File: config.mk
export PLATFORM = sky130hd
export DESIGN_NAME = dmem_arbiter
export DESIGN_NICKNAME = d
export VERILOG_FILES = /design/src/rtl/dmem_arbiter.sv
export SDC_FILE = /design/constraint.sdc
export NUM_CORES = 1
export LEC_CHECK = 0
export ABC_AREA = 1
export BUFFER_PORTS_ARGS = -buffer_cell sky130_fd_sc_hd__buf_2
export CORE_AREA = 2 2 115 117
export CTS_CLUSTER_DIAMETER = 40
export DETAILED_ROUTE_END_ITERATION = 12
export DIE_AREA = 0 0 117 119
export PLACE_DENSITY = 0.64
export SYNTH_ARGS = -nofsm -noshare
export SYNTH_HDL_FRONTEND = slang
export SYNTH_SLANG_ARGS = --single-unit
File: constraint.sdc
create_clock -name clk -period 2.2 [get_ports clk]
set_input_delay 0.11 -clock clk [delete_from_list [all_inputs] [get_ports clk]]
set_output_delay 0.11 -clock clk [all_outputs]
set_load 0.05 [all_outputs]
File: src/rtl/dmem_arbiter.sv
`timescale 1ns/1ps
// -----------------------------------------------------------------------------
// dmem_arbiter
//
// Purpose:
//   Shares one data-memory port between an instruction-side requester (port 0)
//   and a load/store requester (port 1). One access is in flight at a time.
//   A three-state FSM (IDLE -> BUSY -> RESP) grants a port, runs the memory
//   access with a wait-state timeout, then returns a one-cycle done strobe
//   with read data and an error qualifier.
//
// Ports:
//   clk, rst_n                 clock (rising edge), async active-low reset
//   req0/1, we0/1, addr0/1,
//   wd0/1, dtype0/1            per-port request and its fields
//   gnt0/1                     combinational accept (IDLE only, one-hot)
//   done0/1                    one-cycle completion strobe (RESP)
//   rdata, err                 response data / error, held until next RESP
//   mem_valid, mem_A, mem_WE,
//   mem_WD, mem_dataType       memory request, driven while BUSY
//   mem_ready, mem_RD          memory completion and read data
//   busy                       high whenever the FSM is not IDLE
// -----------------------------------------------------------------------------
module dmem_arbiter #(
    parameter int ADDR_WIDTH = 16,
    parameter int DATA_WIDTH = 32,
    parameter int TIMEOUT    = 15
) (
    input  logic                  clk,
    input  logic                  rst_n,
    input  logic                  req0,
    input  logic                  req1,
    input  logic                  we0,
    input  logic                  we1,
    input  logic [ADDR_WIDTH-1:0] addr0,
    input  logic [ADDR_WIDTH-1:0] addr1,
    input  logic [DATA_WIDTH-1:0] wd0,
    input  logic [DATA_WIDTH-1:0] wd1,
    input  logic [1:0]            dtype0,
    input  logic [1:0]            dtype1,
    output logic                  gnt0,
    output logic                  gnt1,
    output logic                  done0,
    output logic                  done1,
    output logic [DATA_WIDTH-1:0] rdata,
    output logic                  err,
    output logic                  mem_valid,
    output logic [ADDR_WIDTH-1:0] mem_A,
    output logic                  mem_WE,
    output logic [DATA_WIDTH-1:0] mem_WD,
    output logic [1:0]            mem_dataType,
    input  logic                  mem_ready,
    input  logic [DATA_WIDTH-1:0] mem_RD,
    output logic                  busy
);

    typedef enum logic [1:0] {
        S_IDLE = 2'd0,
        S_BUSY = 2'd1,
        S_RESP = 2'd2
    } state_t;

    localparam logic [1:0] DTYPE_ILLEGAL = 2'b11;
    // The counter holds 0 in the first BUSY cycle, so the last allowed BUSY
    // cycle is the one where it reads TIMEOUT-1.
    localparam logic [7:0] CNT_LAST = 8'(TIMEOUT - 1);

    state_t                state_q, state_d;
    logic                  last_grant_q, last_grant_d;
    logic [7:0]            cnt_q, cnt_d;
    logic                  port_q, port_d;
    logic                  we_q, we_d;
    logic [ADDR_WIDTH-1:0] addr_q, addr_d;
    logic [DATA_WIDTH-1:0] wd_q, wd_d;
    logic [1:0]            dtype_q, dtype_d;
    logic [DATA_WIDTH-1:0] rdata_q, rdata_d;
    logic                  err_q, err_d;

    logic [1:0] req_v;
    logic [1:0] gnt_v;
    logic [1:0] done_v;
    logic       win;
    logic       grant_fire;
    logic       illegal;
    logic       timed_out;

    assign req_v     = {req1, req0};
    assign illegal   = (dtype_q == DTYPE_ILLEGAL);
    assign timed_out = (cnt_q == CNT_LAST);

    // Round-robin: a lone requester wins; under contention the port that was
    // not served last wins.
    always_comb begin
        win = 1'b0;
        if (req_v == 2'b11) begin
            win = ~last_grant_q;
        end else begin
            win = req1;
        end
    end

    // rst_n gates the grant so no accept is signalled while reset is held.
    assign grant_fire = rst_n && (state_q == S_IDLE) && (|req_v);

    // Per-port grant and done decode.
    genvar gi;
    generate
        for (gi = 0; gi < 2; gi++) begin : g_port
            assign gnt_v[gi]  = grant_fire && (win == 1'(gi));
            assign done_v[gi] = (state_q == S_RESP) && (port_q == 1'(gi));
        end
    endgenerate

    // ---------------------------------------------------------------- state reg
    always_ff @(posedge clk or negedge rst_n) begin
        if (!rst_n) begin
            state_q      <= S_IDLE;
            last_grant_q <= 1'b1;
            cnt_q        <= '0;
            port_q       <= 1'b0;
            we_q         <= 1'b0;
            addr_q       <= '0;
            wd_q         <= '0;
            dtype_q      <= '0;
            rdata_q      <= '0;
            err_q        <= 1'b0;
        end else begin
            state_q      <= state_d;
            last_grant_q <= last_grant_d;
            cnt_q        <= cnt_d;
            port_q       <= port_d;
            we_q         <= we_d;
            addr_q       <= addr_d;
            wd_q         <= wd_d;
            dtype_q      <= dtype_d;
            rdata_q      <= rdata_d;
            err_q        <= err_d;
        end
    end

    // --------------------------------------------------------------- next state
    always_comb begin
        state_d = state_q;
        unique case (state_q)
            S_IDLE: begin
                if (|req_v) begin
                    state_d = S_BUSY;
                end
            end
            S_BUSY: begin
                // Illegal sizes never touch memory; mem_ready beats timeout.
                if (illegal || mem_ready || timed_out) begin
                    state_d = S_RESP;
                end
            end
            S_RESP: begin
                state_d = S_IDLE;
            end
            default: begin
                state_d = S_IDLE;
            end
        endcase
    end

    // ----------------------------------------------------------------- datapath
    always_comb begin
        last_grant_d = last_grant_q;
        cnt_d        = cnt_q;
        port_d       = port_q;
        we_d         = we_q;
        addr_d       = addr_q;
        wd_d         = wd_q;
        dtype_d      = dtype_q;
        rdata_d      = rdata_q;
        err_d        = err_q;
        unique case (state_q)
            S_IDLE: begin
                if (|req_v) begin
                    port_d  = win;
                    we_d    = win ? we1    : we0;
                    addr_d  = win ? addr1  : addr0;
                    wd_d    = win ? wd1    : wd0;
                    dtype_d = win ? dtype1 : dtype0;
                    cnt_d   = '0;
                end
            end
            S_BUSY: begin
                cnt_d = cnt_q + 8'd1;
                if (illegal) begin
                    err_d = 1'b1;
                end else if (mem_ready) begin
                    err_d = 1'b0;
                    if (!we_q) begin
                        rdata_d = mem_RD;
                    end
                end else if (timed_out) begin
                    err_d   = 1'b1;
                    rdata_d = '0;
                end
            end
            S_RESP: begin
                last_grant_d = port_q;
            end
            default: begin
            end
        endcase
    end

    // ------------------------------------------------------------------ outputs
    always_comb begin
        gnt0         = gnt_v[0];
        gnt1         = gnt_v[1];
        done0        = done_v[0];
        done1        = done_v[1];
        busy         = (state_q != S_IDLE);
        mem_valid    = (state_q == S_BUSY) && !illegal;
        mem_WE       = (state_q == S_BUSY) && !illegal && we_q;
        mem_A        = addr_q;
        mem_WD       = wd_q;
        mem_dataType = dtype_q;
        rdata        = rdata_q;
        err          = err_q;
    end

endmodule

==> results of run 1 <==
## timing repair
action,in CTS,in global routing
gates resized for setup,0,2
hold buffers,13,0
setup endpoints to repair,0,1
hold endpoints to repair,38,0
## kinds of logic (layout without fill, tap and decap cells)
family / after synthesis / count (layout) / synth area share
simple gates: 252 / 252 / 0.244
compound gates: 118 / 118 / 0.139
flops: 96 / 96 / 0.555
buf+inv: 48 / 282 / 0.0563
fa+ha+maj: 2 / 2 / 0.00578
## state kept, by name, summed over array words and instances, names as in the netlist, 2 cells and up
register / flops
mem_dataType: 2
mem_A: 16
cnt_q: 8
mem_WD: 32
state_q: 2
rdata: 32
## placed cells by master, fill, tap and decap left out, drive strengths merged
cell / n
ha: 2
clkbuf: 11
o21ai: 114
nor3: 2
nand2: 142
clkinvlp: 1
a21oi: 2
dlygate4sd3: 13
clkinv: 2
o21bai: 2
nand3: 42
bufinv: 2
dfstp: 1
dfrtp: 95
buf: 236
inv: 17
nor2: 65
nand4: 1
## power groups by stage
stage	combinational, mW	clock [mW]	sequential [mW]
2_1_floorplan	1.90	0	5.64
3_3_place_gp	5.82	0	3.09
3_5_place_dp	5.90	0	3.09
4_1_cts	5.91	1.71	3.09
5_1_grt	6.31	1.78	3.19
6_report	5.86	1.64	3.09
## area by class of cell
| cell class | instances | area [sq um] | area share |
|---|---|---|---|
| Clock buffer | 11 | 233 | 0.0386 |
| Clock inverter | 5 | 81.3 | 0.0135 |
| Inverter | 17 | 71.3 | 0.0118 |
| Multi-Input combinational cell | 372 | 1690 | 0.280 |
| Sequential cell | 96 | 2400 | 0.398 |
| Tap cell | 176 | 220 | 0.0365 |
| Timing Repair Buffer | 249 | 1330 | 0.221 |
## worst paths after layout
check,from,to,slack (ns)
setup / recovery,state_q[0]$_DFFE_PN0P_,gnt0,0.30
hold / removal,mem_RD[18],rdata[18]$_DFFE_PN0P_,0.02
min in group asynchronous,rst_n,rdata[22]$_DFFE_PN0P_,0.23
setup reg to reg,state_q[0]$_DFFE_PN0P_,mem_WD[14]$_DFFE_PN0P_,0.60
max in group asynchronous,rst_n,last_grant_q$_DFFE_PN1N_,1.17
hold reg to reg,rdata[26]$_DFFE_PN0P_,rdata[26]$_DFFE_PN0P_,0.47
## through the flow
step	setup WS (ns)	total power [mW]	hold WS (ns)	util	instance area [sq um]
2_1_floorplan	0.0546	7.54	-0.186	-	4330
3_3_place_gp	0.533	8.90	0.0512	0.434	5590
3_5_place_dp	0.505	8.99	0.0557	0.434	5590
4_1_cts	0.130	10.7	0.00128	0.468	6030
5_1_grt	0.148	11.3	0.00799	0.469	6030
6_report	0.305	10.6	0.0163	0.469	6030
## Yosys cell counts, drive strengths merged
master | instances | area [sq um]
inv | 17 | 68.8
nand2 | 142 | 561
nor3 | 2 | 10.0
nand3 | 42 | 210
dfstp | 1 | 26.3
o21bai | 2 | 18.8
nand4 | 1 | 6.26
a21oi | 2 | 10.0
ha | 2 | 25.0
buf | 18 | 126
o21ai | 114 | 574
nor2 | 65 | 268
clkbuf | 13 | 48.8
dfrtp | 95 | 2380
## routing by layer
metal  vias to the layer above  global-route usage  wire length (um)  part of all wire
met1                      1989               0.222              5340              0.43
met3                        18              0.0336               772             0.062
met5                         -                   0                 0                 0
li1                       2143                   -                 -                 -
met4                         0              0.0654               226             0.018
met2                       170               0.307              6110              0.49
## worst max-delay path, stage by stage (launching register included)
cell and delay (ns):
dfrtp_1 0.43, nor2_1 0.28, o21ai_4 0.26, nor3_1 0.19, buf_2 0.29
==> impl_metrics.py, run 1 <==
metrics = {
    "logic_synthesis": {
        "syn_inst": 516,
        "ys_ff_latch": 96,
        "synth.distinct_cells": 25,
        "ys_seq_area_frac": 0.555,
        "synth_area_sq_mm": 0.00433,
        "syn-num-nets": 657,
        "synth_warnings": 0,
        "syn_avg_cell_area_sq_um": 8.39,
    },
    "setup_path": {
        "worstSetupPathType": "reg -> out",
        "worst_r2r_path_depth": 5,
        "cp_max_fo": 22,
        "critPathArrivalTime_ns": 1.79,
        "critPathCaptureType": "output port",
        "required_ns": 2.09,
        "crit_path_start_kind": "flop",
    },
    "clocking": {
        "cts_root_buf": "clkbuf_16",
        "clock_latency_ns": 0.33,
        "clk_pin_slew_worst_paths_ns": 0.06,
        "cts.sinks": 96,
        "postCtsSetupBuffers": 0,
        "clockBufferDepth": 2,
        "cts_htree_levels": 3,
        "cts_buffers": 9,
        "cts_tree": "yes",
    },
    "cells_and_area": {
        "nFillCells": 1269,
        "diodes": 0,
        "final_nets": 886,
        "area_growth_pct": 39.3,
        "drive_gt1_frac": 0.352,
        "post_layout_nonfiller_instances": 926,
    },
    "grt": {
        "grt_overflow": 0,
        "grt_antenna_before_repair": 0,
        "grt_pass1_wl_um": 19800,
        "grt_pass1_vias": 4269,
        "grt_start_max_net_pins": 54,
        "grt_use_total": 0.179,
    },
    "pwr": {
        "power.density_mw_per_mm2": 1760,
        "swShare": 0.537,
        "ir_drop_mv": 0.753,
        "p_leak_nw": 3.22,
        "pwr-share-seq": 0.292,
        "p_sw_mw": 5.69,
        "p_int_mw": 4.91,
        "p_comb_frac": 0.553,
        "clockPowerShare": 0.155,
    },
    "die": {
        "ios": 229,
        "die_area_sq_mm": 0.0139,
        "rows": 42,
        "die_w_um": 117,
        "core-area_sq_mm": 0.0129,
        "die_y_um": 119,
        "start_util": 0.336,
    },
    "route": {
        "vias_per_cell": 4.67,
        "drt_iter0_markers": 155,
        "wl_per_cell_um": 13.4,
        "num_vias": 4320,
        "drtAntennaViolNets": 0,
        "wl_um": 12500,
        "dr.pass1.iters": 7,
        "drc": 0,
    },
    "placement": {
        "place_congestion": 0.801,
        "dpl.cell_count": 897,
        "dpl.hpwl_um": 9030,
        "port_buffers": 228,
    },
    "sta": {
        "hold_viol": 0,
        "slew_headroom": 0.566,
        "fin_crit_ns": 1.90,
        "skew_ns": 0.00491,
        "min_period_over_period": 0.861,
        "fmax_mhz": 528,
        "rsz0062_at_grt": "false",
        "worst_slew_pin_slew_ns": 0.649,
        "drv_slew": 0,
        "setup_tns_ns": 0,
        "finalSetupViolations": 0,
    },
    "hold_path": {
        "holdPathStages": 3,
        "hold_path_class": "in -> reg",
    },
    "job": {
        "drv_cap": 0,
    },
    "status": {
        "status": "finished clean",
    },
}
No activity file was read; power rests on OpenSTA's default activity.
==> inputs of run 2 (changes only) <==
==> constraint.sdc (replaced) <==
create_clock -name clk -period 2.2 [get_ports clk]
set_input_delay 0.22 -clock clk [delete_from_list [all_inputs] [get_ports clk]]
set_output_delay 0.22 -clock clk [all_outputs]
set_load 0.05 [all_outputs]
==> run 2 against run 1 <==
Net effect:
- clock skew is 0.0035 ns higher
- critical path depth up 2
- critical endpoint is now gnt1
- final cell count down 1.3%
==> impl_metrics.py, run 2 (same netlist as run 1, synthesis figures left out) <==
metrics = {
    "clocking": {
        "cts_tree": "yes",
        "cts_root_buf": "clkbuf_16",
        "clock_latency_ns": 0.34,
        "cts_buffers": 9,
        "cts.sinks": 96,
        "clk_pin_slew_worst_paths_ns": 0.07,
        "postCtsSetupBuffers": 0,
        "cts_hold_buffers": 1,
        "cts_resized": 0,
        "cts_htree_levels": 3,
        "clockBufferDepth": 2,
    },
    "setup_path": {
        "ff2ff_setup_slack_ns": 0.63,
        "cp.depth": 6,
        "path_common_cell": "nand2_1",
        "worstSetupPathType": "reg -> out",
        "path_cells": "nand2_1 -> nand2_2 -> inv_2 -> nand2_1 -> nor2_1 -> buf_2",
        "critPathCaptureType": "output port",
        "crit_path_start_kind": "flop",
        "critPathArrivalTime_ns": 1.65,
        "worstSetupEndpoint": "gnt1",
        "worst_r2r_path_depth": 7,
        "critPathTopFamily": "buffers and inverters",
        "slowest_stage": "dfstp_2",
        "rr_startpoint": "cnt_q[0]$_DFFE_PN0P_",
        "cp_max_fo": 25,
        "crit_buf_inv": 2,
        "required_ns": 1.98,
        "critPathLaunch": "last_grant_q$_DFFE_PN1N_",
        "slowest_delay_ns": 0.37,
        "r2r-end": "rdata[28]$_DFFE_PN0P_",
    },
    "cells_and_area": {
        "drive_gt1_frac": 0.359,
        "final_nets": 874,
        "final_common_cell": "buf_2",
        "final_cell_mix": "buf_2, nand2_1, dfrtp_1",
        "diodes": 0,
        "area_growth_pct": 37.1,
    },
    "die": {
        "rows": 42,
        "die_w_um": 117,
        "die_area_sq_mm": 0.0139,
        "die_y_um": 119,
        "core-area_sq_mm": 0.0129,
        "ios": 229,
        "start_util": 0.336,
    },
    "job": {
        "drv_cap": 0,
    },
    "route": {
        "drt_iter0_markers": 171,
        "wl_um": 12300,
        "vias_per_cell": 4.76,
        "drc": 0,
        "drtAntennaViolNets": 0,
        "dr.pass1.iters": 4,
        "wl_per_cell_um": 13.5,
        "num_vias": 4352,
    },
    "pwr": {
        "ir_drop_mv": 0.830,
        "p_leak_nw": 3.18,
        "power.density_mw_per_mm2": 1790,
    },
    "placement": {
        "port_buffers": 228,
        "place_congestion": 0.796,
        "dpl.hpwl_um": 8780,
        "dp_slack_ns": 0.644,
    },
    "grt": {
        "grt_use_total": 0.182,
        "grt_pass1_vias": 4262,
        "grt_start_max_net_pins": 97,
        "grt_overflow": 0,
        "grt_pass1_wl_um": 19900,
        "grt_antenna_before_repair": 0,
    },
    "sta": {
        "fmax_mhz": 536,
        "worst_slew_pin_slew_ns": 0.547,
        "drv_slew": 0,
        "setup_tns_ns": 0,
        "finalSetupViolations": 0,
        "hold_viol": 0,
        "rsz0062_at_grt": "false",
        "min_period_over_period": 0.848,
        "slew_headroom": 0.634,
        "skew_ns": 0.00842,
        "fin_crit_ns": 1.87,
        "setup_ws_ns": 0.334,
    },
    "status": {
        "status": "finished clean",
    },
    "hold_path": {
        "min_from": "mem_RD[1]",
        "hold_path_class": "in -> reg",
    },
}
-- run 2: power breakdown --
part	total, mW	switching, mW	internal, mW
sequential	3.07	0.477	2.60
clock	1.69	0.661	1.03
combinational	5.86	4.55	1.31
-- run 2: worst register-to-register path, delay by kind of cell, from the launching register on --
family / cells / cell delay [ns]
flip-flops: 1 / 0.40
AND/OR/NAND/NOR: 4 / 0.59
AO/OA/AOI/OAI: 1 / 0.24
buffers and inverters: 1 / 0.10
adder cells (fa/ha/maj): 1 / 0.15
-- run 2: per-stage QoR --
stage               cell area [sq um]  hold slack, ns  std cells  utilization  power (mW)
CTS                              5940          0.0922        914        0.461        10.7
global route                     5940          0.0983        914        0.461        11.3
finish                           5940           0.104        914        0.461        10.6
floorplan                        4340         -0.0756        516            -        7.55
detailed placement               5600           0.344        897        0.435        8.99
global placement                 5600           0.340        897        0.435        8.90
-- run 2: layout make-up --
class / instances / area [sq um]
repair buffers: 237 / 1230
fillers: 1283 / 6940
flip-flops and latches: 96 / 2400
inverters: 17 / 68.8
multi-input cells: 372 / 1700
well taps: 176 / 220
clock inverters: 4 / 76.3
clock buffers: 12 / 246
-- run 2: per-layer routing --
| metal | up-vias | share of wire | GRT usage |
|---|---|---|---|
| met5 | - | 0 | 0 |
| met3 | 21 | 0.078 | 0.0509 |
| met1 | 2053 | 0.42 | 0.223 |
| met2 | 167 | 0.49 | 0.301 |
| met4 | 0 | 0.022 | 0.0743 |
| li1 | 2111 | - | - |
-- run 2: worst min-delay path by stage --
stage                            endpoint  slack [ns]  cells past startpoint
floorplan            cnt_q[0]$_DFFE_PN0P_       -0.08                      0
global placement    rdata[24]$_DFFE_PN0P_        0.34                      2
detailed placement  mem_A[13]$_DFFE_PN0P_        0.34                      2
CTS                  rdata[1]$_DFFE_PN0P_        0.09                      3
global route         rdata[1]$_DFFE_PN0P_         0.1                      3
finish               rdata[1]$_DFFE_PN0P_        0.10                      3
